**src/rtl/fpga_cmd_pkg.sv**
```systemverilog
// fpga_cmd_pkg -- shared definitions for the FPGA command SPI master.
//   FRAME_W               : bits per serial frame
//   FPGA_CMD_SET_CONFREG  : opcode that updates the configuration shadow
//   FPGA_CMD_SET_DIVISOR  : opcode that updates the divisor shadow
//   state_t               : frame sequencer states
package fpga_cmd_pkg;
   localparam int FRAME_W = 16;
   localparam logic [3:0] FPGA_CMD_SET_CONFREG = 4'b0001;
   localparam logic [3:0] FPGA_CMD_SET_DIVISOR = 4'b0010;
   typedef enum logic [1:0] {
      ST_IDLE,
      ST_SHIFT,
      ST_HOLD,
      ST_GAP
   } state_t;
endpackage

```
**src/rtl/spck_divider.sv**
```systemverilog
// spck_divider -- half-period counter for the serial clock.
//   pck0  : clock
//   nrst  : synchronous active-low reset
//   en    : count while high, counter parked at zero otherwise
//   level : current spck level, selects which strobe a tick becomes
//   tick  : last cycle of a half period
//   rise  : tick while spck is low (spck goes high at this edge)
//   fall  : tick while spck is high (spck goes low at this edge)
module spck_divider #(
   parameter int CLK_DIV = 4
) (
   input  logic pck0,
   input  logic nrst,
   input  logic en,
   input  logic level,
   output logic tick,
   output logic rise,
   output logic fall
);
   localparam logic [7:0] LAST = 8'(CLK_DIV - 1);

   logic [7:0] cnt;

   assign tick = en && (cnt == LAST);
   assign rise = tick && !level;
   assign fall = tick && level;

   always_ff @(posedge pck0) begin
      if (!nrst)             cnt <= '0;
      else if (!en || tick)  cnt <= '0;
      else                   cnt <= cnt + 8'd1;
   end
endmodule

```
**src/rtl/fpga_cmd_spi_master.sv**
```systemverilog
// fpga_cmd_spi_master -- sends 16-bit command frames {op, 4'b0, data} MSB
// first over a spck/mosi/ncs link and mirrors the last conf/divisor values.
//   pck0, nrst          : clock, synchronous active-low reset
//   cmd_valid/ready     : command handshake, ready only in IDLE
//   cmd_op, cmd_data    : opcode and payload
//   spck, mosi, ncs     : serial link (spck idle low, ncs active low)
//   miso                : readback serial data
//   done                : one-cycle pulse when the frame ends
//   rx_data             : readback word of the last frame
//   shadow_conf/div     : mirrors of the last conf / divisor payloads
// Optional macro FPGA_CMD_READBACK_EN: enables miso capture into rx_data;
// without it rx_data is tied to zero.
module fpga_cmd_spi_master
   import fpga_cmd_pkg::*;
#(
   parameter int CLK_DIV = 4,
   parameter int GAP_CYC = 4
) (
   input  logic               pck0,
   input  logic               nrst,
   input  logic               cmd_valid,
   output logic               cmd_ready,
   input  logic [3:0]         cmd_op,
   input  logic [7:0]         cmd_data,
   output logic               spck,
   output logic               mosi,
   output logic               ncs,
   input  logic               miso,
   output logic               done,
   output logic [FRAME_W-1:0] rx_data,
   output logic [7:0]         shadow_conf,
   output logic [7:0]         shadow_div
);
   localparam logic [7:0] GAP_LAST = 8'(GAP_CYC - 1);

   state_t             state, state_nx;
   logic [FRAME_W-1:0] sh;
   logic [3:0]         op_q;
   logic [7:0]         data_q;
   logic [4:0]         bit_cnt;
   logic [7:0]         gap_cnt;
   logic               spck_q;
   logic               done_q;
   logic               tick, rise, fall;
   logic               in_frame;

   assign in_frame  = (state == ST_SHIFT) || (state == ST_HOLD);
   assign cmd_ready = nrst && (state == ST_IDLE);
   assign ncs       = !in_frame;
   assign spck      = spck_q;
   // Shifter empties as bits go out, so mosi falls to 0 after the last bit.
   assign mosi      = sh[FRAME_W-1];
   assign done      = done_q;

   // Divider keeps running through HOLD so its tick also times the hold.
   spck_divider #(.CLK_DIV(CLK_DIV)) u_div (
      .pck0  (pck0),
      .nrst  (nrst),
      .en    (in_frame),
      .level (spck_q),
      .tick  (tick),
      .rise  (rise),
      .fall  (fall)
   );

   always_ff @(posedge pck0) begin
      if (!nrst) state <= ST_IDLE;
      else       state <= state_nx;
   end

   always_comb begin
      state_nx = state;
      case (state)
         ST_IDLE:  if (cmd_valid)                     state_nx = ST_SHIFT;
         ST_SHIFT: if (fall && (bit_cnt == 5'd15))    state_nx = ST_HOLD;
         ST_HOLD:  if (tick)                          state_nx = ST_GAP;
         ST_GAP:   if (gap_cnt == GAP_LAST)           state_nx = ST_IDLE;
         default:                                     state_nx = ST_IDLE;
      endcase
   end

   always_ff @(posedge pck0) begin
      if (!nrst) begin
         sh          <= '0;
         op_q        <= '0;
         data_q      <= '0;
         bit_cnt     <= '0;
         gap_cnt     <= '0;
         spck_q      <= 1'b0;
         done_q      <= 1'b0;
         shadow_conf <= '0;
         shadow_div  <= '0;
      end else begin
         done_q <= 1'b0;
         case (state)
            ST_IDLE: if (cmd_valid) begin
               sh      <= {cmd_op, 4'b0000, cmd_data};
               op_q    <= cmd_op;
               data_q  <= cmd_data;
               bit_cnt <= '0;
            end
            ST_SHIFT: begin
               if (rise) spck_q <= 1'b1;
               if (fall) begin
                  spck_q  <= 1'b0;
                  sh      <= {sh[FRAME_W-2:0], 1'b0};
                  bit_cnt <= bit_cnt + 5'd1;
               end
            end
            ST_HOLD: if (tick) begin
               done_q  <= 1'b1;
               gap_cnt <= '0;
               if (op_q == FPGA_CMD_SET_CONFREG) shadow_conf <= data_q;
               if (op_q == FPGA_CMD_SET_DIVISOR) shadow_div  <= data_q;
            end
            ST_GAP: gap_cnt <= gap_cnt + 8'd1;
            default: ;
         endcase
      end
   end

`ifdef FPGA_CMD_READBACK_EN
   logic [FRAME_W-1:0] rx_sh;
   logic [FRAME_W-1:0] rx_q;

   always_ff @(posedge pck0) begin
      if (!nrst) begin
         rx_sh <= '0;
         rx_q  <= '0;
      end else begin
         if ((state == ST_SHIFT) && rise) rx_sh <= {rx_sh[FRAME_W-2:0], miso};
         if ((state == ST_HOLD) && tick)  rx_q  <= rx_sh;
      end
   end
   assign rx_data = rx_q;
`else
   logic unused_miso;
   assign unused_miso = miso;
   assign rx_data     = '0;
`endif
endmodule

```
**config.mk**
```make
export PLATFORM = sky130hd
export DESIGN_NAME = fpga_cmd_spi_master
export DESIGN_NICKNAME = d
export VERILOG_FILES = /design/src/rtl/fpga_cmd_pkg.sv /design/src/rtl/spck_divider.sv /design/src/rtl/fpga_cmd_spi_master.sv
export SDC_FILE = /design/constraint.sdc
export NUM_CORES = 1
export LEC_CHECK = 0
export BUFFER_PORTS_ARGS = -buffer_cell sky130_fd_sc_hd__buf_2
export CORE_ASPECT_RATIO = 1.5
export CORE_MARGIN = 10
export CORE_UTILIZATION = 33
export CTS_CLUSTER_SIZE = 30
export DETAILED_ROUTE_END_ITERATION = 8
export GPL_ROUTABILITY_DRIVEN = 0
export GPL_TIMING_DRIVEN = 0
export PLACE_DENSITY = 0.49
export SLEW_MARGIN = 5
export SYNTH_ARGS = -nofsm -noshare
export SYNTH_HDL_FRONTEND = slang
export SYNTH_SLANG_ARGS = --single-unit
```
**constraint.sdc**
```tcl
create_clock -name pck0 -period 2.91 [get_ports pck0]
set_input_delay 0.1455 -clock pck0 [delete_from_list [all_inputs] [get_ports pck0]]
set_output_delay 0.1455 -clock pck0 [all_outputs]
set_load 0.03 [all_outputs]
```
## Word-level counts from Yosys, hierarchy flattened

Cells that the tools add are included.

| word-level totals | value |
|---|---|
| register bits | 69 |
| bits in latches | 0 |
| RAM bits | 0 |
| ROM bits | 0 |
| input port bits | 16 |
| output and inout port bits | 37 |
| word-level logic and storage cells | 66 |
| memories | 0 |

| cells by class | value |
|---|---|
| add/subtract/negate cells | 3 |
| multiply operators | 0 |
| divide/modulo/power cells | 0 |
| $lt $le $gt $ge | 0 |
| equal/unequal tests | 13 |
| shift-type cells | 0 |
| mux-type cells | 16 |
| bitwise gates (word level) | 1 |
| reductions and logical operators | 22 |

Operators with widths:

| operator | number |
|---|---|
| two-way mux 16 bit | 2 |
| case mux 16 bit (2 select lines) | 1 |
| adder 8 x 1 -> 8 bit (second input constant) | 2 |
| == test 8 x 2 -> 1 bit (second input constant) | 2 |
| case mux 8 bit (2 select lines) | 1 |
| two-way mux 5 bit | 2 |
| case mux 5 bit (2 select lines) | 1 |
| AND reduction 3 bit | 3 |
| two-way mux 2 bit | 4 |
| two-way mux 8 bit | 1 |
| case mux 2 bit (4 select lines) | 1 |
| AND reduction 2 bit | 4 |
| != test 2 bit (second input constant) | 3 |
| nonzero test 2 bit | 3 |
| adder 5 x 1 -> 5 bit (second input constant) | 1 |
| == test 5 x 4 -> 1 bit (second input constant) | 1 |
| logical AND 1 bit | 5 |
| == test 2 bit (second input constant) | 2 |
| == test 4 x 1 -> 1 bit (second input constant) | 1 |
| == test 4 x 2 -> 1 bit (second input constant) | 1 |
| != test 2 x 1 -> 1 bit (second input constant) | 2 |
| AND reduction 4 bit | 1 |
| two-way mux 1 bit | 3 |
| == test 2 x 1 -> 1 bit (second input constant) | 1 |
| other kinds (5) | 7 |

## Depth between registers and ports, before layout

Gate-level depths: netlist of run 1.

| logic depth | value |
|---|---|
| word-level depth | 7 |
| gate-level depth with buffers | 8 |
| mapped depth without buffers | 7 |

## Hierarchy

Synthesis of run 1 repeated with hierarchy kept, for this count alone.

| unflattened totals | value |
|---|---|
| cell total of the unflattened synthesis | 342 |
| area total of the unflattened synthesis | 3024.2 um^2 |

By module, submodules not included:

| module | instances | cells an instance | area each (um^2) | sequential area each (um^2) |
|---|---|---|---|---|
| fpga_cmd_spi_master | 1 | 299 | 2663.8 | 1221.2 |
| spck_divider | 1 | 43 | 360.3 | 160.2 |

## Least setup slack after synthesis of run 1

No wires, ideal clock.

| timing path | value |
|---|---|
| kind | reg-to-reg |
| from | register u_div.cnt[0] |
| to | register bit_cnt[4] |
| library setup time | 0.120 ns |
| arrival | 2.074 ns |
| data required time | 2.790 ns |
| setup slack | 0.717 ns |
| stages on the path, launching flop included | 9 |
| path buffers | 3 |
| period minus slack after synthesis | 2.193 ns |
| cells stage by stage | dfxtp_1 ha_1 or3b_2 clkbuf_1 o31a_1 or2_1 buf_6 buf_6 mux2i_1 |

| on the way | value |
|---|---|
| cells in the longest elaborated chain, start to end | 5 |

Ends and longest elaborated chain:

| element | line | source |
|---|---|---|
| start, declared | spck_divider.sv:22 | `logic [7:0] cnt;` |
| start signal, assigned | spck_divider.sv:31 | `else cnt <= cnt + 8'd1;` |
| == test 8 x 2 -> 1 bit | spck_divider.sv:24 | `assign tick = en && (cnt == LAST);` |
| logical AND 1 bit | spck_divider.sv:24 |  |
| logical AND 1 bit | spck_divider.sv:26 | `assign fall = tick && level;` |
| != test 2 bit (no line) | n/a |  |
| AND reduction 3 bit (no line) | n/a |  |
| end signal, assigned | fpga_cmd_spi_master.sv:107 | `bit_cnt <= bit_cnt + 5'd1;` |
| end, declared | fpga_cmd_spi_master.sv:40 | `logic [4:0] bit_cnt;` |

Every way passes these cells.
A chain may end at the register's enable or synchronous reset.

## Final worst setup path of run 1

| timing path | value |
|---|---|
| from | register u_div.cnt[5] |
| to | register shadow_div[5] |

| on the way | value |
|---|---|
| cells in the longest elaborated chain, start to end | 3 |

Ends and longest elaborated chain:

| element | line | source |
|---|---|---|
| == test 8 x 2 -> 1 bit | spck_divider.sv:24 |  |
| logical AND 1 bit | spck_divider.sv:24 |  |
| AND reduction 3 bit (no line) | n/a |  |
| end signal, assigned | fpga_cmd_spi_master.sv:114 | `if (op_q == FPGA_CMD_SET_DIVISOR) shadow_div <= data_q;` |
| end, declared | fpga_cmd_spi_master.sv:32 | `output logic [7:0] shadow_div` |

Every way passes these cells.

==> results of run 1 <==
==> Yosys cell counts, drive strengths merged (3+ instances only) <==
| library cell | count | area share, % |
|---|---|---|
| nor2 | 8 | 0.91 |
| o31ai | 4 | 0.91 |
| clkbuf | 15 | 1.7 |
| buf | 19 | 4.4 |
| xor2 | 5 | 1.3 |
| and2 | 5 | 0.94 |
| a21oi | 6 | 0.91 |
| mux2i | 36 | 11 |
| a21boi | 13 | 2.9 |
| nand2b | 3 | 0.57 |
| ha | 9 | 3.4 |
| nand3 | 18 | 2.7 |
| nand4 | 4 | 0.76 |
| nor2b | 23 | 4.3 |
| o21ai | 5 | 0.76 |
| nand2 | 67 | 7.6 |
| o22ai | 3 | 0.57 |
| mux2 | 11 | 3.7 |
| and3 | 4 | 0.76 |
| dfxtp | 69 | 42 |
| inv | 7 | 0.79 |
| or3b | 3 | 0.79 |
==> routing by layer <==
metal  up-vias  track usage, %
met5         -               0
met4         0            5.82
met3        13            3.24
met2        51            19.7
met1      1202            12.9
li1       1349               -
==> flip-flops by register name, summed over array words and instances, names as in the netlist <==
signal and flops:
shadow_div 8, data_q 8, bit_cnt 5, state 2, spck 1, u_div.cnt 8
shadow_conf 8, done 1, sh 16, gap_cnt 8, op_q 4
==> how the worst max path moves through the flow <==
stage	to	cells after the start	slack [ps]	start
after floorplan	bit_cnt[4]	8	720	u_div.cnt[0]
after global placement	state[1]	6	250	u_div.cnt[0]
after detailed placement	state[0]	6	240	u_div.cnt[0]
after CTS	state[0]	6	210	u_div.cnt[0]
after global routing	shadow_conf[7]	5	140	u_div.cnt[0]
final	shadow_div[5]	4	370	u_div.cnt[5]
==> where the power goes <==
| group | switching [mW] | internal, mW |
|---|---|---|
| logic | 0.546 | 0.373 |
| clock network | 0.427 | 0.685 |
| registers | 0.0733 | 1.06 |
==> worst max-delay path, cell delays in order (launching register included) <==
cell	delay [ps]
dfxtp_1	350
nor4_1	880
nand4_1	780
mux2i_1	350
nor2b_1	60
==> placed cells by master, fill, tap and decap left out, types with 6 or more instances in the layout <==
cell type and n:
nor2b_1 23, nand3_1 18, mux2_2 11, buf_2 35
inv_1 7, clkbuf_1 15, mux2i_1 36, dfxtp_1 69
nor2_1 8, buf_4 16, conb_1 16, ha_1 9
clkbuf_16 9, a21oi_1 6, a21boi_0 13, nand2_1 67
==> per-stage QoR <==
stage          setup slack, ps  utilization [%]
6_report                   373             41.0
5_1_grt                    140             41.0
4_1_cts                    214             40.9
3_5_place_dp               238             37.8
3_3_place_gp               254             37.8
2_1_floorplan              717                -
==> kinds of logic after synthesis <==
logic type / count (synthesis) / synth area share (%)
muxes: 47 / 14.6
adders and majority gates: 9 / 3.40
DFF: 69 / 41.7
AOI/OAI and AO/OA: 42 / 8.95
other: 1 / 0.113
xor gates and xnor gates: 7 / 1.85
and+or+nand+nor: 149 / 22.4
buffers and inverters: 41 / 6.91
==> area by class of cell <==
class	instances	area, µm²	share of cell area, %
Buffer	34	203	5.08
Clock buffer	10	239	5.99
Clock inverter	5	60.1	1.50
Inverter	7	26.3	0.658
Multi-Input combinational cell	270	1760	44.2
Sequential cell	69	1380	34.6
Tap cell	115	144	3.61
Timing Repair Buffer	35	175	4.39
==> flow_metrics.env, run 1 <==
export IMPL_track_usage_pct=11.6
export IMPL_final_fill_count=990
export IMPL_antenna_found_initial=0
export IMPL_core_um2=9740
export IMPL_rsz0062_at_grt="no"
export IMPL_syn_area_per_cell_um2=9.07
export IMPL_tightest_slew_ps=1030
export IMPL_r2r_end="shadow_div[5]"
export IMPL_slew_headroom_pct=30.6
export IMPL_finalCritPeriodShare_pct=87.2
export IMPL_drt_total_wl_um=8150
export IMPL_dr_pass1_iters=4
export IMPL_top_layer_used="met4"
export IMPL_p_leak_nw=1.76
export IMPL_arrival_ps=2760
export IMPL_setup_tns_ps=0
export IMPL_cp_required_ps=3140
export IMPL_maxCapViolations=0
export IMPL_yosysWarnings=0
export IMPL_worstSetupPathType="register to register"
export IMPL_yosys_most_used_dff="dfxtp_1"
export IMPL_cp_max_fo=8
export IMPL_grt_max_degree=13
export IMPL_max_freq_mhz=394
export IMPL_die_area_um2=14500
export IMPL_finalHoldViolCount=0
export IMPL_wl_met2_um=3910
export IMPL_min_to="data_q[5]"
export IMPL_total_power_mw=3.16
export IMPL_ant_nets=0
export IMPL_power_density_nw_per_um2=793
export IMPL_finalSetupViolations=0
export IMPL_cts_clk_slew_worst_paths_ps=60
export IMPL_synthArstFlopShare_pct=0
export IMPL_reg2reg_from="u_div.cnt[5]"
export IMPL_clock_path_buffers=2
export IMPL_post_cts_resized=0
export IMPL_wl_met3_um=469
export IMPL_drc=0
export IMPL_die_y_um=143
export IMPL_area_growth_syn_to_layout_pct=20.5
export IMPL_postCtsHoldBufs=0
export IMPL_synthCells=365
export IMPL_hold_depth=3
export IMPL_ioPinCount=53
export IMPL_netlist_area_um2=3310
export IMPL_cts_num_sinks=69
export IMPL_cts_tree="yes"
export IMPL_routedWlPerCell_um=15.0
export IMPL_seq_area_frac_synth_pct=41.7
export IMPL_grt_ovfl_total=0
export IMPL_drv_slew=0
export IMPL_layoutNonFillerInstCount=545
export IMPL_worst_setup_path_end_kind="register"
export IMPL_hold_ws_ps=74.8
export IMPL_initial_core_util_pct=34.0
export IMPL_cts_made_buffers=9
export IMPL_status="complete, no violations"
export IMPL_dp_final_hpwl_um=6030
export IMPL_drt_initial_drc_count=81
export IMPL_start_kind="register"
export IMPL_post_cts_setup_buffer_count=0
export IMPL_route_vias_total=2615
export IMPL_ys_seq_elements=69
export IMPL_htreeDepth=3
export IMPL_hold_start="cmd_data[5]"
export IMPL_fin_crit_ps=2540
export IMPL_num_antenna_cells=0
export IMPL_met1_length_um=3570
export IMPL_min_path_type="input pin to register"
export IMPL_nets=451
export IMPL_clock_latency_ps=340
export IMPL_drive_gt1_share_pct=19.8
export IMPL_synth_edf_count=0
export IMPL_fp_row_count=44
export IMPL_synth_distinct_cells=45
export IMPL_grt_pass1_vias=2673
export IMPL_skew_ps=7.86
export IMPL_peakVddDrop_uv=273
export IMPL_die_w_um=102
export IMPL_grt_pass1_wl_um=13200
export IMPL_final_area_um2=3990
export IMPL_vias_per_cell=4.80
export IMPL_place_area_um2=3690
export IMPL_placed_cells=530
export IMPL_ff2ff_setup_slack_ps=370
export IMPL_port_buffers=35
export IMPL_ff2ff_path_depth=4
export IMPL_cts_root_buffer="clkbuf_16"
(Power assumes the default switching activity.)
==> inputs of run 2 (changes only) <==
Settings changed: PLACE_DENSITY 0.49 to 0.54.
==> run 2 against run 1 <==
Net effect:
- core utilization rose by 0.051 points
- combinational power fell by 2%
- count of clock-buffer cells in the layout did not move
- flip-flop and latch count did not move
- clock power barely moved
- design area rose by 0.13%
- clock skew fell by 0.87 ps
- worst hold slack got worse by 4.6 ps
- largest power group unchanged
==> flow_metrics.env, run 2 (same netlist as run 1, synthesis figures left out) <==
export IMPL_nets=451
export IMPL_htreeDepth=3
export IMPL_cts_tree="yes"
export IMPL_initial_core_util_pct=34.0
export IMPL_max_freq_mhz=379
export IMPL_peakVddDrop_uv=270
export IMPL_worst_setup_path_end_kind="register"
export IMPL_grt_max_degree=14
export IMPL_grt_ovfl_total=0
export IMPL_ioPinCount=53
export IMPL_die_y_um=143
export IMPL_reg2reg_from="u_div.cnt[0]"
export IMPL_fp_row_count=44
export IMPL_ant_nets=0
export IMPL_grt_pass1_wl_um=12600
export IMPL_postCtsHoldBufs=0
export IMPL_drt_initial_drc_count=71
export IMPL_area_growth_syn_to_layout_pct=20.7
export IMPL_core_um2=9740
export IMPL_critPathLaunch="u_div.cnt[0]"
export IMPL_post_cts_resized=0
export IMPL_hold_depth=3
export IMPL_start_kind="register"
export IMPL_fin_crit_ps=2640
export IMPL_drive_gt1_share_pct=19.7
export IMPL_power_density_nw_per_um2=789
export IMPL_worstSetupPathType="register to register"
export IMPL_p_leak_nw=1.77
export IMPL_drc=0
export IMPL_finalWorstSetupSlack_ps=273
export IMPL_regMostFlops="sh"
export IMPL_drv_slew=0
export IMPL_dp_final_hpwl_um=5810
export IMPL_clock_latency_ps=330
export IMPL_hold_ws_ps=70.2
export IMPL_setup_tns_ps=0
export IMPL_antenna_found_initial=0
export IMPL_rsz0062_at_grt="no"
export IMPL_vias_per_cell=4.78
export IMPL_cts_num_sinks=69
export IMPL_cts_clk_slew_worst_paths_ps=60
export IMPL_min_path_type="input pin to register"
export IMPL_hold_start="cmd_data[5]"
export IMPL_ff2ff_path_depth=6
export IMPL_drt_total_wl_um=7640
export IMPL_die_area_um2=14500
export IMPL_cts_root_buffer="clkbuf_16"
export IMPL_clock_path_buffers=2
export IMPL_maxCapViolations=0
export IMPL_final_fill_count=1001
export IMPL_mostFrequentLayoutCell="dfxtp_1"
export IMPL_finalHoldViolCount=0
export IMPL_skew_ps=6.99
export IMPL_track_usage_pct=11.1
export IMPL_grt_pass1_vias=2608
export IMPL_port_buffers=35
export IMPL_largest_reg_flops=16
export IMPL_place_ws_ps=323
export IMPL_die_w_um=102
export IMPL_cp_max_fo=6
export IMPL_route_vias_total=2610
export IMPL_num_antenna_cells=0
export IMPL_final_cell_mix="dfxtp_1 (69), nand2_1 (67), mux2i_1 (36)"
export IMPL_finalSetupViolations=0
export IMPL_post_cts_setup_buffer_count=0
export IMPL_slew_headroom_pct=37.3
export IMPL_status="complete, no violations"
export IMPL_routedWlPerCell_um=14.0
export IMPL_finalCritPeriodShare_pct=90.6
export IMPL_cp_required_ps=3130
export IMPL_cts_made_buffers=9
export IMPL_tightest_slew_ps=933
export IMPL_arrival_ps=2850
export IMPL_dr_pass1_iters=4
run 2: per-layer routing:
metal,track usage (%),up-vias,part of all wire [%]
met5,0,-,0
met4,7.11,0,2.8
met3,2.95,19,5.5
met2,18.0,55,49
met1,12.5,1186,42
li1,-,1350,-
run 2: path summary, 6_finish.rpt:
kind | slack, ps | to
hold reg to reg | 460 | sh[1]
hold / removal | 70 | data_q[5]
setup reg to reg | 270 | state[1]
setup / recovery | 270 | state[1]
run 2: report_power, final:
group          internal [mW]  switching, mW  leakage (nW)
registers               1.06         0.0716         0.560
clock network          0.694          0.425         0.153
logic                  0.372          0.529          1.06
total                   2.13           1.03          1.77
run 2: layout make-up:
type | count | area, µm² | area share (%)
Multi-Input combinational cell | 270 | 1760 | 44.0
Sequential cell | 69 | 1380 | 34.6
Clock buffer | 10 | 239 | 5.98
Buffer | 34 | 203 | 5.07
Timing Repair Buffer | 35 | 175 | 4.38
Tap cell | 115 | 144 | 3.60
Clock inverter | 6 | 70.1 | 1.75
Inverter | 7 | 26.3 | 0.657
run 2: per-stage QoR:
step	instances	power (mW)	cell area (µm²)	util (%)
detailed placement	530	2.06	3690	37.8
CTS	546	3.20	4000	41.0
global route	546	3.33	4000	41.0
floorplan	380	1.85	3370	-
global placement	530	2.05	3690	37.8
finish	546	3.15	4000	41.0
run 2: worst max-delay path, stage by stage (launching register included):
cell	delay (ps)
dfxtp_1	380
ha_1	260
or3b_2	450
clkbuf_1	180
o31ai_1	720
nand4_1	330
mux2i_1	200
==> inputs of run 3 (changes only) <==
Settings changed: PLACE_DENSITY 0.54 to 0.55, SYNTH_HIERARCHICAL from default to 1.
==> run 3 against run 2 <==
Net effect:
- combinational power fell by 5.6%
- wire length fell by 12%
- die area fell by 7.3%
- flip-flop and latch count did not move
- clock skew rose by 0.77 ps
- final cell count fell by 5.1%
- critical path depth rose by 3
- via count fell by 9.1%
- sequential power barely moved
- global-route usage fell by 0.76 points
- largest power group unchanged
- highest routed layer unchanged
==> flow_metrics.env, run 3 <==
export IMPL_status="complete, no violations"
export IMPL_ff2ff_path_depth=9
export IMPL_fin_crit_ps=2530
export IMPL_p_leak_nw=1.60
export IMPL_synth_area_leader_cell="dfxtp_1"
export IMPL_num_antenna_cells=0
export IMPL_min_to="data_q[6]"
export IMPL_skew_ps=7.76
export IMPL_synthCells=342
export IMPL_post_cts_setup_buffer_count=0
export IMPL_max_freq_mhz=395
export IMPL_tightest_slew_ps=693
export IMPL_synth_edf_count=0
export IMPL_vias_per_cell=4.58
export IMPL_nets=427
export IMPL_clock_latency_ps=330
export IMPL_rsz0062_at_grt="no"
export IMPL_initial_core_util_pct=34.1
export IMPL_total_power_mw=3.01
export IMPL_route_vias_total=2372
export IMPL_cts_tree="yes"
export IMPL_drv_slew=0
export IMPL_maxCapViolations=0
export IMPL_slew_headroom_pct=53.8
export IMPL_grt_max_degree=13
export IMPL_setup_tns_ps=0
export IMPL_ff2ff_setup_slack_ps=380
export IMPL_largest_reg_flops=16
export IMPL_yosysTopAreaCellShare_pct=45.7
export IMPL_synth_area_leaders="dfxtp_1 (46%), mux2i_1 (9.9%), nor2_1 (5.8%)"
export IMPL_synthArstFlopShare_pct=0
export IMPL_cts_root_buffer="clkbuf_16"
export IMPL_die_w_um=98.2
export IMPL_antenna_found_initial=0
export IMPL_start_kind="register"
export IMPL_hold_depth=3
export IMPL_port_buffers=35
export IMPL_regMostFlops="sh"
export IMPL_grt_pass1_vias=2431
export IMPL_syn_area_per_cell_um2=8.84
export IMPL_hold_start="cmd_data[6]"
export IMPL_synth_distinct_cells=37
export IMPL_fp_row_count=42
export IMPL_multi_input_area_um2=1480
export IMPL_peakVddDrop_uv=463
export IMPL_seq_area_frac_synth_pct=45.7
export IMPL_finalHoldViolCount=0
export IMPL_drt_initial_drc_count=48
export IMPL_cts_made_buffers=9
export IMPL_cp_required_ps=3100
export IMPL_ant_nets=0
export IMPL_drt_total_wl_um=6710
export IMPL_netlist_area_um2=3020
export IMPL_dr_pass1_iters=4
export IMPL_grt_pass1_wl_um=11500
export IMPL_ys_seq_elements=69
export IMPL_routedWlPerCell_um=13.0
export IMPL_cts_num_sinks=69
export IMPL_clock_path_buffers=2
export IMPL_arrival_ps=2730
export IMPL_mostFrequentLayoutCell="dfxtp_1"
export IMPL_htreeDepth=3
export IMPL_yosysWarnings=6
export IMPL_reg2reg_from="u_div/cnt[0]"
export IMPL_r2r_end="sh[14]"
export IMPL_min_path_type="input pin to register"
export IMPL_die_area_um2=13500
export IMPL_final_fill_count=917
export IMPL_track_usage_pct=10.3
export IMPL_worst_setup_path_end_kind="register"
export IMPL_final_cell_mix="dfxtp_1 (69), nor2_1 (47), nand2_1 (45)"
export IMPL_synth_most_common_cell="dfxtp_1"
export IMPL_power_density_nw_per_um2=818
export IMPL_grt_ovfl_total=0
export IMPL_drive_gt1_share_pct=19.6
export IMPL_finalCritPeriodShare_pct=87.0
export IMPL_core_um2=8880
export IMPL_cp_max_fo=10
export IMPL_worstSetupPathType="register to register"
export IMPL_ioPinCount=53
export IMPL_cts_clk_slew_worst_paths_ps=60
export IMPL_drc=0
export IMPL_finalSetupViolations=0
export IMPL_regArea_um2=1380
export IMPL_synth_common_cells="dfxtp_1 (69), nor2_1 (47), nand2_1 (45), mux2i_1 (30), a21oi_1 (25)"
export IMPL_die_y_um=137
export IMPL_postCtsHoldBufs=0
export IMPL_dp_final_hpwl_um=5140
export IMPL_yosys_most_used_dff="dfxtp_1"
export IMPL_area_growth_syn_to_layout_pct=21.8
## run 3: cells by family (layout without fill, tap and decap cells)
family / after synthesis / in the layout / share of synthesized area, %
adders and majority gates: 8 / 8 / 3.31
AOI/OAI and AO/OA: 50 / 50 / 10.6
other: 1 / 16 / 0.124
muxes: 30 / 30 / 9.93
buffers and inverters: 42 / 93 / 7.36
xor gates and xnor gates: 10 / 10 / 2.90
and+or+nand+nor: 132 / 132 / 20.1
DFF: 69 / 69 / 45.7
## run 3: power breakdown
| part | switching, mW | internal [mW] |
|---|---|---|
| Combinational | 0.547 | 0.302 |
| Sequential | 0.0757 | 1.06 |
| Clock | 0.400 | 0.622 |
| Total | 1.02 | 1.99 |
## run 3: repair_timing
item	in CTS	in global routing
setup endpoints to repair	0	10
hold endpoints to repair	0	0
gates resized for setup	0	4
## run 3: stage by stage
| stage | setup WS [ps] | cells | instance area [µm²] | hold WS [ps] | utilization [%] |
|---|---|---|---|---|---|
| 2_1_floorplan | 746 | 357 | 3080 | 281 | - |
| 3_3_place_gp | 210 | 502 | 3390 | 407 | 38.2 |
| 6_report | 377 | 518 | 3680 | 76.0 | 41.5 |
| 5_1_grt | 56.4 | 518 | 3680 | 84.8 | 41.5 |
| 4_1_cts | 189 | 518 | 3680 | 61.7 | 41.4 |
| 3_5_place_dp | 229 | 502 | 3390 | 411 | 38.2 |
## run 3: area by class of cell
class | instances | share of cell area, %
timing repair buffer | 35 | 4.76
multi-input combinational | 246 | 40.1
clock inverter | 5 | 0.951
sequential | 69 | 37.5
inverter | 10 | 1.02
buffer | 32 | 5.10
tap | 110 | 3.74
clock buffer | 11 | 6.86
## run 3: how the worst max path moves through the flow
stage	slack (ps)	end	startpoint	depth (start not counted)
5_1_grt	60	sh[14]	u_div/cnt[0]	9
3_5_place_dp	230	sh[14]	u_div/cnt[0]	9
4_1_cts	190	sh[14]	u_div/cnt[0]	9
2_1_floorplan	750	sh[12]	u_div/cnt[0]	9
3_3_place_gp	210	sh[15]	u_div/cnt[0]	9
6_report	380	sh[14]	u_div/cnt[0]	9
## run 3: routing by layer
| layer | part of all wire, % | up-vias | track usage, % |
|---|---|---|---|
| met4 | 1.9 | 0 | 4.79 |
| met5 | 0 | - | 0 |
| li1 | - | 1248 | - |
| met1 | 42 | 1076 | 10.9 |
| met2 | 50 | 39 | 17.8 |
| met3 | 5.8 | 9 | 3.91 |
## run 3: worst max-delay path, stage by stage, from the launching register on
cell	delay [ps]
dfxtp_1	390
ha_1	250
nor4b_1	390
nand3_1	200
nor2_1	220
mux2i_1	160
nor2_1	180
clkbuf_2	250
buf_2	260
a211oi_1	100
